<file path="src/rtl/cpu_char_class.sv">
// Classifies one ASCII character as decimal / hex digit and yields its nibble value.
// Latency: combinational, zero cycles.
// Backpressure: none; pure function of the input character.
module cpu_char_class (
    input  logic [7:0] char,
    output logic       is_dec,
    output logic       is_hex,
    output logic [3:0] nibble
);

    always_comb begin
        is_dec = 1'b0;
        is_hex = 1'b0;
        nibble = 4'd0;
        if (char >= 8'h30 && char <= 8'h39) begin
            is_dec = 1'b1;
            is_hex = 1'b1;
            nibble = char[3:0];
        end else if ((char >= 8'h61 && char <= 8'h66) || (char >= 8'h41 && char <= 8'h46)) begin
            // 'a'/'A' have low nibble 1, so +9 maps them onto 10..15
            is_hex = 1'b1;
            nibble = char[3:0] + 4'd9;
        end
    end

endmodule

</file>
<file path="config.mk">
export PLATFORM = sky130hd
export DESIGN_NAME = cpu_char_class
export DESIGN_NICKNAME = d
export VERILOG_FILES = /design/src/rtl/cpu_char_class.sv
export SDC_FILE = /design/constraint.sdc
export NUM_CORES = 1
export LEC_CHECK = 0
export CAP_MARGIN = 10
export CORE_AREA = 2 2 39 41
export DETAILED_ROUTE_END_ITERATION = 8
export DIE_AREA = 0 0 41 43
export GPL_ROUTABILITY_DRIVEN = 0
export PLACE_DENSITY_LB_ADDON = 0.1
export REMOVE_ABC_BUFFERS = 1
export SKIP_LAST_GASP = 1
export SLEW_MARGIN = 30
export SYNTH_ARGS = -nofsm -noshare
export SYNTH_HDL_FRONTEND = slang
export SYNTH_SLANG_ARGS = --single-unit
</file>
<file path="constraint.sdc">
create_clock -name vclk -period 2.2
set_clock_uncertainty 0.05 [all_clocks]
set_input_delay 0.22 -clock vclk [all_inputs]
set_output_delay 0.22 -clock vclk [all_outputs]
set_load 0.02 [all_outputs]
</file>
==> run metrics <==
GRT Total Usage=6.49%; vias in the first global route=208; Die H=43 µm; GR Overflow Total=0; Die Span X=41 µm; Cell Chain, Critical Path=clkdlybuf4s50_1 > inv_1 > ha_1 > o21ba_2 > o21ai_4 > o22ai_2 > dlygate4sd2_1; post-synthesis sequential area ratio=0%; cell family with most CP delay=buffers and inverters; wire length per cell=9.29 µm; f_max=476 MHz; initial antenna violation count=0; Gate Count Post-Synth=26; total buffers and inverters traversed by the critical path=3; Area Overhead vs Synth=98.8%; Vias/cell=4.18; Final Slew Violations=0; Post-Syn Area=214 µm²; Tightest Pin Transition=304 ps; ANT nets after route=0; Syn Area/Cell=8.23 µm²; Detailed Route Iter0 Violations=3; Fin. Hold Viols=0; routed vias=259; hold_sp=char[0]; port bufs=14; die footprint=1760 µm²; Final WS setup=98.3 ps; CLK BUF=0; Leakage=0.219 nW; Post-Place Setup Slack=-175 ps; register area=0 µm²; share of cells above drive strength 1=26.1%; Final min period=2100 ps; row cnt=14; first-pass GRT wire length=869 µm; crit end category=primary output; Design Power=0.0000609 W; Placed Cells=62; core area=1380 µm²; Final setup viols=0; # diodes=0; Initial DRT Pass Iterations=2; sequential cells=0; max cap viols=0; drt total wl=576 µm; fill count=155; crit share post-route=95.5%; Slew headroom=79.5%; arrival time at the worst endpoint=1830 ps; final cell count without fillers=62; synth warn=0; critical path startpoint category=input pin; CP max stage cell=clkdlybuf4s50_1; NumNets Final=59; Min-Delay Path Class=in -> out; crit path kind=in -> out; library cells used by synthesis=17; CP max FO=4; # IOs=14; Peak VDD IR=0.0412 mV; CP startpoint=char[1]; Final HPWL DP=480 µm; Worst Path Required=1930 ps; largest net degree at the start of global routing=6; Residual DRC=0; Initial Utilization=15.5%; PD cells=143 nW/µm²; RSZ-0062 raised after global routing=false; status=complete, no violations; peak per-stage delay on the critical path=470 ps
-- cell families after synthesis --
| logic type | count (synthesis) | share of synthesized area (%) |
|---|---|---|
| compound gates | 9 | 40.9 |
| simple gates | 8 | 31.0 |
| fa+ha+maj | 3 | 17.5 |
| buf+inv | 6 | 10.5 |
-- routing by layer --
layer  up-vias  routed length, µm  GRT usage (%)
met5         -                  0              0
met4         0                  0              0
met3         0                 34              0
met2         8                261           10.3
met1       112                280           10.1
li1        139                  -              -
-- power breakdown --
| group | leakage, nW | internal (W) | switching, W |
|---|---|---|---|
| clock network | 0 | 0 | 0 |
| logic | 0.219 | 0.0000337 | 0.0000272 |
| registers | 0 | 0 | 0 |
| total | 0.219 | 0.0000337 | 0.0000272 |
-- per-stage QoR --
| stage | TNS [ps] | area [µm²] | hold WS, ps | util, % |
|---|---|---|---|---|
| 4_1_cts | 0 | 422 | 1410 | 30.5 |
| 3_3_place_gp | -645 | 419 | 1640 | 30.3 |
| 3_5_place_dp | -680 | 419 | 1620 | 30.3 |
| 6_report | 0 | 425 | 1270 | 30.7 |
| 2_1_floorplan | 0 | 214 | 568 | - |
| 5_1_grt | 0 | 425 | 1350 | 30.7 |
-- tightest hold or removal path: stages --
cell             delay, ps
clkdlybuf4s50_1        440
inv_1                   90
buf_4                  110
o21ai_0                 90
clkbuf_2               160
-- worst paths after layout --
| kind | to | slack [ps] | depth (start not counted) |
|---|---|---|---|
| setup / recovery | nibble[1] | 100 | 7 |
| hold / removal | nibble[0] | 1270 | 5 |
-- cells in the mapped netlist --
| master | instances | area [µm²] |
|---|---|---|
| nand2b_1 | 1 | 6.26 |
| a21bo_1 | 1 | 10.0 |
| o22ai_2 | 1 | 12.5 |
| o21ai_0 | 1 | 5.00 |
| o21ba_2 | 1 | 10.0 |
| ha_1 | 3 | 37.5 |
| nand2_1 | 2 | 7.51 |
| nor4b_4 | 1 | 23.8 |
| nor2b_1 | 1 | 6.26 |
| o311ai_0 | 1 | 8.76 |
| o311ai_2 | 1 | 16.3 |
| a32o_1 | 1 | 10.0 |
| inv_1 | 6 | 22.5 |
| o21ai_2 | 1 | 8.76 |
| nand3_1 | 2 | 10.0 |
| o22ai_1 | 1 | 6.26 |
| and4bb_1 | 1 | 12.5 |
-- placed cells by master, fill, tap and decap left out, types with 2 or more instances in the layout --
master,instances
clkdlybuf4s50_1,8
inv_1,6
buf_4,6
dlygate4sd2_1,5
ha_1,3
nand3_1,2
nand2_1,2
-- timing repair --
action                     4_1_cts  5_1_grt
resized for setup                7        4
gates cloned                     0        0
buffers inserted                 0        0
hold buffers                     0        0
setup endpoints to repair        6        3
-- layout make-up --
class	count	area, µm²	share of cell area, %
Multi-Input combinational cell	20	209	49.1
Timing Repair Buffer	20	174	40.9
Inverter	6	22.5	5.29
Tap cell	16	20.0	4.71
No activity file was read; power rests on OpenSTA's default activity.
